$ cat src/rtl/xge_fault_pkg.sv
// Shared XGMII link-fault types for the TX fault controller and the RX fault detector.
package xge_fault_pkg;

  typedef enum logic [1:0] {
    ST_NORMAL  = 2'd0,
    ST_DRAIN   = 2'd1,
    ST_FAULT   = 2'd2,
    ST_HOLDOFF = 2'd3
  } tx_fault_state_e;

  typedef enum logic [1:0] {
    LINK_FAULT_OK     = 2'd0,
    LINK_FAULT_LOCAL  = 2'd1,
    LINK_FAULT_REMOTE = 2'd2
  } link_fault_e;

  // Local fault outranks remote; with neither present the previous type is kept.
  function automatic link_fault_e link_fault_encode(input logic          local_flt,
                                                    input logic          remote_flt,
                                                    input link_fault_e   prev);
    link_fault_e enc;
    if (local_flt) begin
      enc = LINK_FAULT_LOCAL;
    end else if (remote_flt) begin
      enc = LINK_FAULT_REMOTE;
    end else begin
      enc = prev;
    end
    return enc;
  endfunction

endpackage

$ cat src/rtl/tx_fault_ctrl.sv
// TX link-fault sequencer: drains the in-flight frame, inserts RF/Idle, then holds off before resuming.
// Optional macro TX_FAULT_STATS_EN adds the saturating fault_entry_cnt output.
module tx_fault_ctrl
  import xge_fault_pkg::*;
#(
  parameter int unsigned HOLD_CYCLES = 16
) (
  input  logic        clk_xgmii_tx,
  input  logic        reset_xgmii_tx_n,
  input  logic        status_local_fault_ctx,
  input  logic        status_remote_fault_ctx,
  input  logic        frame_active,
  input  logic        frame_eop,
  output logic        tx_inhibit_sop,
  output logic        tx_insert_rf,
  output logic        tx_insert_idle,
  output logic [1:0]  fault_state
`ifdef TX_FAULT_STATS_EN
  ,
  output logic [15:0] fault_entry_cnt
`endif
);

  localparam logic [7:0] HOLD_LOAD = 8'(HOLD_CYCLES - 1);

  tx_fault_state_e state_r;
  tx_fault_state_e state_nxt_s;
  logic [7:0]      hold_cnt_r;
  logic [7:0]      hold_cnt_nxt_s;
  link_fault_e     fault_type_r;
  link_fault_e     fault_type_nxt_s;
  logic            fault_any_s;

  assign fault_any_s = status_local_fault_ctx | status_remote_fault_ctx;

  // Next-state and holdoff counter logic.
  always_comb begin
    state_nxt_s    = state_r;
    hold_cnt_nxt_s = hold_cnt_r;
    case (state_r)
      ST_NORMAL: begin
        if (fault_any_s) begin
          if (frame_active && !frame_eop) begin
            state_nxt_s = ST_DRAIN;
          end else begin
            state_nxt_s = ST_FAULT;
          end
        end else begin
          state_nxt_s = ST_NORMAL;
        end
      end
      ST_DRAIN: begin
        if (frame_eop) begin
          state_nxt_s = ST_FAULT;
        end else if (!fault_any_s) begin
          state_nxt_s = ST_NORMAL;
        end else begin
          state_nxt_s = ST_DRAIN;
        end
      end
      ST_FAULT: begin
        if (!fault_any_s) begin
          state_nxt_s    = ST_HOLDOFF;
          hold_cnt_nxt_s = HOLD_LOAD;
        end else begin
          state_nxt_s = ST_FAULT;
        end
      end
      ST_HOLDOFF: begin
        if (fault_any_s) begin
          state_nxt_s = ST_FAULT;
        end else if (hold_cnt_r == 8'd0) begin
          state_nxt_s = ST_NORMAL;
        end else begin
          hold_cnt_nxt_s = hold_cnt_r - 8'd1;
        end
      end
      default: begin
        state_nxt_s = ST_NORMAL;
      end
    endcase
  end

  // Fault type is captured on the way into ST_FAULT too, so the first fault cycle already inserts the right pattern.
  always_comb begin
    if (state_nxt_s == ST_FAULT) begin
      fault_type_nxt_s = link_fault_encode(status_local_fault_ctx, status_remote_fault_ctx, fault_type_r);
    end else begin
      fault_type_nxt_s = fault_type_r;
    end
  end

  // State, holdoff counter and fault type registers.
  always_ff @(posedge clk_xgmii_tx or negedge reset_xgmii_tx_n) begin
    if (!reset_xgmii_tx_n) begin
      state_r      <= ST_NORMAL;
      hold_cnt_r   <= 8'd0;
      fault_type_r <= LINK_FAULT_OK;
    end else begin
      state_r      <= state_nxt_s;
      hold_cnt_r   <= hold_cnt_nxt_s;
      fault_type_r <= fault_type_nxt_s;
    end
  end

  assign tx_inhibit_sop = (state_r != ST_NORMAL);
  assign tx_insert_rf   = (state_r == ST_FAULT) && (fault_type_r == LINK_FAULT_LOCAL);
  assign tx_insert_idle = (state_r == ST_HOLDOFF) ||
                          ((state_r == ST_FAULT) && (fault_type_r == LINK_FAULT_REMOTE));
  assign fault_state    = state_r;

`ifdef TX_FAULT_STATS_EN
  logic [15:0] entry_cnt_r;

  // Saturating count of exits from normal operation.
  always_ff @(posedge clk_xgmii_tx or negedge reset_xgmii_tx_n) begin
    if (!reset_xgmii_tx_n) begin
      entry_cnt_r <= 16'd0;
    end else if ((state_r == ST_NORMAL) && (state_nxt_s != ST_NORMAL) && (entry_cnt_r != 16'hFFFF)) begin
      entry_cnt_r <= entry_cnt_r + 16'd1;
    end else begin
      entry_cnt_r <= entry_cnt_r;
    end
  end

  assign fault_entry_cnt = entry_cnt_r;
`endif

endmodule

$ cat config.mk
export PLATFORM = sky130hd
export DESIGN_NAME = tx_fault_ctrl
export DESIGN_NICKNAME = d
export VERILOG_FILES = /design/src/rtl/xge_fault_pkg.sv /design/src/rtl/tx_fault_ctrl.sv
export SDC_FILE = /design/constraint.sdc
export NUM_CORES = 1
export LEC_CHECK = 0
export BUFFER_PORTS_ARGS = -buffer_cell sky130_fd_sc_hd__buf_2
export CAP_MARGIN = 25
export CORE_MARGIN = 5
export CORE_UTILIZATION = 50
export CTS_BUF_LIST = sky130_fd_sc_hd__clkbuf_16
export DETAILED_ROUTE_END_ITERATION = 16
export PLACE_DENSITY = 0.68
export SLEW_MARGIN = 5
export SYNTH_ARGS = -nofsm -noshare
export SYNTH_HDL_FRONTEND = slang
export SYNTH_SLANG_ARGS = --single-unit
$ cat constraint.sdc
create_clock -name clk_xgmii_tx -period 5.2 [get_ports clk_xgmii_tx]
set_input_delay 0 -clock clk_xgmii_tx [delete_from_list [all_inputs] [get_ports clk_xgmii_tx]]
set_output_delay 0 -clock clk_xgmii_tx [all_outputs]
set_load 0.05 [all_outputs]
==> flow_summary.json, run 1 <==
{
  "status": "complete, no violations",
  "end_kind": "flop",
  "yosys-top-cells-area": "dfrtp_1 (40%), nor3_1 (3.3%), or3_1 (3.3%)",
  "maxCapViolCount": 0,
  "p_total_uw": 311,
  "core_mm2": 0.00147,
  "clk-insertion-delay-late_ns": 0.24,
  "grt_pass1_vias": 626,
  "area_growth_pct": 18.9,
  "p_per_area_mw_per_mm2": 347,
  "wl_mm": 1.74,
  "slew_viol_final": 0,
  "vias": 693,
  "cts_tree": "done",
  "startpoint_type": "flop",
  "portBuffers": 10,
  "slew_headroom": 0.595,
  "wl_per_cell_um": 16.1,
  "final.setup.tns_ns": 0,
  "overflow": 0,
  "vdd_drop_max_uv": 178,
  "drive_gt1_frac": 0.207,
  "synthDistinctLibCells": 39,
  "stdcell_count": 108,
  "first_pass_iters": 4,
  "io_pins": 11,
  "ys_seq_elements": 12,
  "finClkSkew_ns": 0.00237,
  "synth.most_common_cell": "dfrtp_1",
  "finalSetupViolations": 0,
  "hold_viol": 0,
  "dpl.cell_count": 103,
  "cts_buffers": 3,
  "crit_chain": "inv_1, ha_1, or4b_1, nor3_1, a21oi_1",
  "worstPathRequired_ns": 5.30,
  "critPathKind": "reg2reg",
  "yosysSeqAreaShare": 0.398,
  "rows": 14,
  "finalCritPeriodShare": 0.359,
  "worst_ep_arrival_time_ns": 1.97,
  "cp_slowest_cell": "or4b_1",
  "synth_fp_nets": 88,
  "hpwl_mm": 1.20,
  "dieWidth_um": 48.8,
  "cp_max_fo": 7,
  "floorplan.initialDensity": 0.513,
  "antenna_found_initial": 0,
  "synth-edff-count": 0,
  "post_cts_buffers": 0,
  "clock-root-buffer": "clkbuf_16",
  "min_period_ns": 1.87,
  "leakagePower_nw": 0.348,
  "die_h_um": 48.8,
  "diodes": 0,
  "synth_top_area_cell": "dfrtp_1",
  "synth_flop_cell": "dfrtp_1",
  "synthArstFlopShare": 1.00,
  "h-tree-depth": 1,
  "critPathBufInv": 1,
  "dpl_worst_slack_ns": 3.36,
  "rsz0062_at_grt": "false",
  "finish.utilization": 0.610,
  "yosys_warnings": 0,
  "hold_class": "in2reg",
  "grt_max_degree": 17,
  "clkTransAtPathRegs_ns": 0.04,
  "cts.path.max_buffers": 2,
  "final_antenna_net_count": 0,
  "layout_setup_ws_ns": 3.33,
  "whs_ns": 0.0246,
  "drcViolationCount": 0,
  "gp_congestion": 0.892,
  "fin_area_um2": 897,
  "syn_inst": 81,
  "drt_first_iter_violations": 26,
  "slowest_delay_ns": 0.58,
  "grt_pass1_wl_mm": 2.96,
  "yosys-top-cells-count": "dfrtp_1 (12), inv_1 (5), nand2_1 (5), nor3_1 (5)",
  "synth_top_area_frac": 0.398,
  "dpl_cell_area_um2": 808,
  "grt_use_total": 0.158,
  "nets": 100,
  "fmax_mhz": 535,
  "syn-cell-area_um2": 754,
  "vias_per_cell": 6.42,
  "crit_family": "simple AND/OR/NAND/NOR gates",
  "die_area_mm2": 0.00239,
  "avgSynthCellArea_um2": 9.31,
  "tightest_slew_ns": 0.602,
  "clkSinkCount": 12
}
## cell families (layout without fill, tap and decap cells)
kind of cell / count (synthesis) / in the layout / synth area share
simple gates: 32 / 32 / 0.260
compound gates: 24 / 24 / 0.227
flops: 12 / 12 / 0.398
buf+inv: 10 / 21 / 0.0697
mux: 2 / 2 / 0.0282
fa+ha+maj: 1 / 1 / 0.0166
## final cells by class
class | count | area [µm²]
clock buffers | 3 | 75.1
inverters | 6 | 36.3
repair buffers | 11 | 60.1
well taps | 16 | 20.0
clock inverters | 1 | 3.75
flip-flops and latches | 12 | 300
fillers | 132 | 574
multi-input cells | 59 | 402
## report_power, final
| part | switching (mW) | internal (mW) | total (mW) | leakage [nW] |
|---|---|---|---|---|
| sequential | 0.0156 | 0.104 | 0.120 | 0.135 |
| clock | 0.0397 | 0.101 | 0.141 | 0.0385 |
| combinational | 0.0301 | 0.0205 | 0.0506 | 0.174 |
| total | 0.0855 | 0.226 | 0.311 | 0.348 |
## worst reg2reg max path, delay by kind of cell, from the launching register on
| kind | cells | cell delay (ns) |
|---|---|---|
| compound gates | 1 | 0.11 |
| fa+ha+maj | 1 | 0.19 |
| buf+inv | 1 | 0.08 |
| flops | 1 | 0.42 |
| simple gates | 2 | 0.93 |
## final timing paths
kind / startpoint / end / slack [ns] / depth (start not counted)
worst max-delay path: hold_cnt_r[0] / fault_state[1] / 3.33 / 5
worst min-delay path: status_local_fault_ctx / fault_type_r[1] / 0.02 / 2
worst max register to register: hold_cnt_r[0] / fault_state[1] / 3.33 / 5
worst min register to register: fault_type_r[0] / fault_type_r[0] / 0.53 / 1
max in group asynchronous: reset_xgmii_tx_n / fault_state[0] / 4.81 / 2
min in group asynchronous: reset_xgmii_tx_n / hold_cnt_r[6] / 0.17 / 2
## state kept, by name (all words and copies together), names as in the netlist
signal,count
fault_type_r,2
fault_state,2
hold_cnt_r,8
## routing by layer
metal	up-vias	global-route usage	wire, µm
met5	-	0	0
met1	327	0.207	765
met3	4	0.0306	103
met2	25	0.243	837
li1	337	-	-
met4	0	0.0807	33
## cell usage in the layout, fill, tap and decap left out, drive strengths merged, types with 2 or more instances in the layout
master,count
nor3,5
a21oi,3
nor4,2
buf,10
o311ai,2
o21bai,2
nand2b,2
clkbuf,3
nand2,5
or3,4
o22ai,2
o211ai,3
nor2,4
dfrtp,12
o21ai,4
nor3b,2
inv,5
## what timing repair did
| item | CTS | global route |
|---|---|---|
| endpoints found under the setup margin | 0 | 0 |
| gates resized for setup | 0 | 0 |
| hold buffers | 1 | 0 |
| endpoints found under the hold margin | 12 | 0 |
Note: power is estimated with default switching activity, not from simulation.
==> inputs of run 2 (changes only) <==
--- a/config.mk
+++ b/config.mk
@@ -8,10 +8,10 @@
 export BUFFER_PORTS_ARGS = -buffer_cell sky130_fd_sc_hd__buf_2
 export CAP_MARGIN = 25
 export CORE_MARGIN = 5
-export CORE_UTILIZATION = 50
+export CORE_UTILIZATION = 48
 export CTS_BUF_LIST = sky130_fd_sc_hd__clkbuf_16
 export DETAILED_ROUTE_END_ITERATION = 16
-export PLACE_DENSITY = 0.68
+export PLACE_DENSITY = 0.69
 export SLEW_MARGIN = 5
 export SYNTH_ARGS = -nofsm -noshare
 export SYNTH_HDL_FRONTEND = slang
==> constraint.sdc (replaced) <==
create_clock -name clk_xgmii_tx -period 1.55 [get_ports clk_xgmii_tx]
set_input_delay 0 -clock clk_xgmii_tx [delete_from_list [all_inputs] [get_ports clk_xgmii_tx]]
set_output_delay 0 -clock clk_xgmii_tx [all_outputs]
set_load 0.05 [all_outputs]
==> run 2 against run 1 <==
Net effect:
- the flow now finishes with violations (negative setup slack)
- core utilization increased by 11 points
- largest power group unchanged
- sequential share of layout area decreased by 5.5 points
- final cell count increased by 11%
- critical endpoint is now hold_cnt_r[3]
- die area increased by 3.3%
- total power increased to 3.6 times the previous value
- wire length increased by 5.0%
- clock power increased to 3.3 times the previous value
- flip-flop and latch count unchanged
- clock skew about the same
- count of clock-buffer cells in the layout unchanged
==> flow_summary.json, run 2 (synthesis gave the netlist of run 1 again) <==
{
  "status": "finished with violations",
  "violations": "negative setup slack",
  "rows": 14,
  "final_cell_mix": "buf_4 (12), dfrtp_1 (10), buf_2 (10)",
  "finalCritPeriodShare": 1.03,
  "startpoint_type": "flop",
  "nFillCells": 104,
  "core_mm2": 0.00151,
  "clkSinkCount": 12,
  "drcViolationCount": 0,
  "mostFrequentLayoutCell": "buf_4",
  "maxCapViolCount": 0,
  "layout_setup_ws_ns": -0.0507,
  "end_kind": "flop",
  "clkTransAtPathRegs_ns": 0.04,
  "slowest_delay_ns": 0.55,
  "min-delay-start": "status_local_fault_ctx",
  "vdd_drop_max_uv": 790,
  "multi_input_area_um2": 488,
  "cts.path.max_buffers": 2,
  "seq_area_um2": 303,
  "p_total_mw": 1.12,
  "drive_gt1_frac": 0.433,
  "rsz0062_at_grt": "true",
  "gp_congestion": 0.917,
  "vias_per_cell": 6.30,
  "r2r_slack_ns": -0.05,
  "hold_viol": 0,
  "grt_max_degree": 16,
  "p_per_area_mw_per_mm2": 1030,
  "cts_tree": "done",
  "cts_buffers": 3,
  "cp_max_fo": 7,
  "hpwl_mm": 1.30,
  "finClkSkew_ns": 0.00261,
  "clock-root-buffer": "clkbuf_16",
  "top_register": "hold_cnt_r",
  "wl_per_cell_um": 15.2,
  "die_area_mm2": 0.00246,
  "slew_viol_final": 0,
  "leakagePower_nw": 0.425,
  "worst_ep_arrival_time_ns": 1.71,
  "diodes": 0,
  "dpl.cell_count": 116,
  "io_pins": 11,
  "die_h_um": 49.6,
  "grt_use_total": 0.169,
  "worstReg2RegStart": "hold_cnt_r[0]",
  "stdcell_count": 120,
  "whs_ns": 0.0509,
  "floorplan.initialDensity": 0.501,
  "portBuffers": 10,
  "h-tree-depth": 1,
  "r2r-end": "hold_cnt_r[3]",
  "area_growth_pct": 43.6,
  "vias": 756,
  "nets": 113,
  "crit_family": "simple AND/OR/NAND/NOR gates",
  "dpl_worst_slack_ns": -0.226,
  "dieWidth_um": 49.6,
  "overflow": 0,
  "min_path_cells": 2,
  "wl_mm": 1.83,
  "hold_class": "in2reg",
  "cp_slowest_cell": "or4b_4",
  "finalSetupViolations": 6,
  "tightest_slew_ns": 0.362,
  "first_pass_iters": 4,
  "crit_chain": "inv_2, ha_4, or4b_4, nor3_4, nor3_1",
  "antenna_found_initial": 0,
  "final_antenna_net_count": 0,
  "reg2regPathDepth": 5,
  "grt_pass1_vias": 700,
  "min_period_ns": 1.60,
  "critPathBufInv": 1,
  "fmax_mhz": 625,
  "worstPathRequired_ns": 1.66,
  "clk-insertion-delay-late_ns": 0.24,
  "largest_register_ffs": 8,
  "slew_headroom": 0.752,
  "grt_pass1_wl_mm": 3.23,
  "finish.utilization": 0.719,
  "worstHoldEndpoint": "fault_type_r[1]",
  "drt_first_iter_violations": 43,
  "critPathKind": "reg2reg"
}
[run 2: area by class of cell]
class	instances	share of cell area
clock buffer	3	0.0693
inverter	6	0.0335
multi-input combinational	59	0.450
sequential	12	0.279
tap	16	0.0185
timing repair buffer	24	0.149
[run 2: power breakdown]
part	internal [mW]	switching, mW	total, mW
registers	0.350	0.0299	0.380
clock network	0.336	0.131	0.467
logic	0.108	0.161	0.269
total	0.794	0.322	1.12
[run 2: per-layer routing]
layer  GRT usage  up-vias  routed length [µm]
met2       0.246       31                 802
met5           0        -                   0
met1       0.233      360                 829
met4      0.0917        0                  43
met3      0.0301        5                 152
li1            -      360                   -
[run 2: metrics by stage]
stage | cell area (µm²) | setup TNS (ns)
after global routing | 1080 | -0.776
after global placement | 922 | -1.07
final | 1080 | -0.186
after CTS | 1040 | -0.253
after detailed placement | 922 | -1.42
after floorplan | 781 | -0.800
[run 2: worst max-delay path by stage]
stage,from,to,slack [ns],depth (start not counted)
2_1_floorplan,fault_state[1],hold_cnt_r[6],-0.21,4
3_3_place_gp,hold_cnt_r[1],hold_cnt_r[4],-0.17,6
3_5_place_dp,hold_cnt_r[1],hold_cnt_r[4],-0.23,6
4_1_cts,hold_cnt_r[1],fault_state[1],-0.05,5
5_1_grt,hold_cnt_r[1],fault_state[0],-0.12,5
6_report,hold_cnt_r[0],hold_cnt_r[3],-0.05,5
[run 2: repair_timing]
action / 4_1_cts / 5_1_grt
resized for setup: 5 / 11
hold endpoints to repair: 12 / 0
setup endpoints to repair: 9 / 9
hold buffers: 1 / 0
setup buffers: 0 / 0
pin swaps: 4 / 3
[run 2: worst register-to-register path, cell delays in order (launching register included)]
cell     delay [ns]
dfrtp_1        0.38
inv_2          0.07
ha_4           0.13
or4b_4         0.55
nor3_4         0.26
nor3_1         0.09
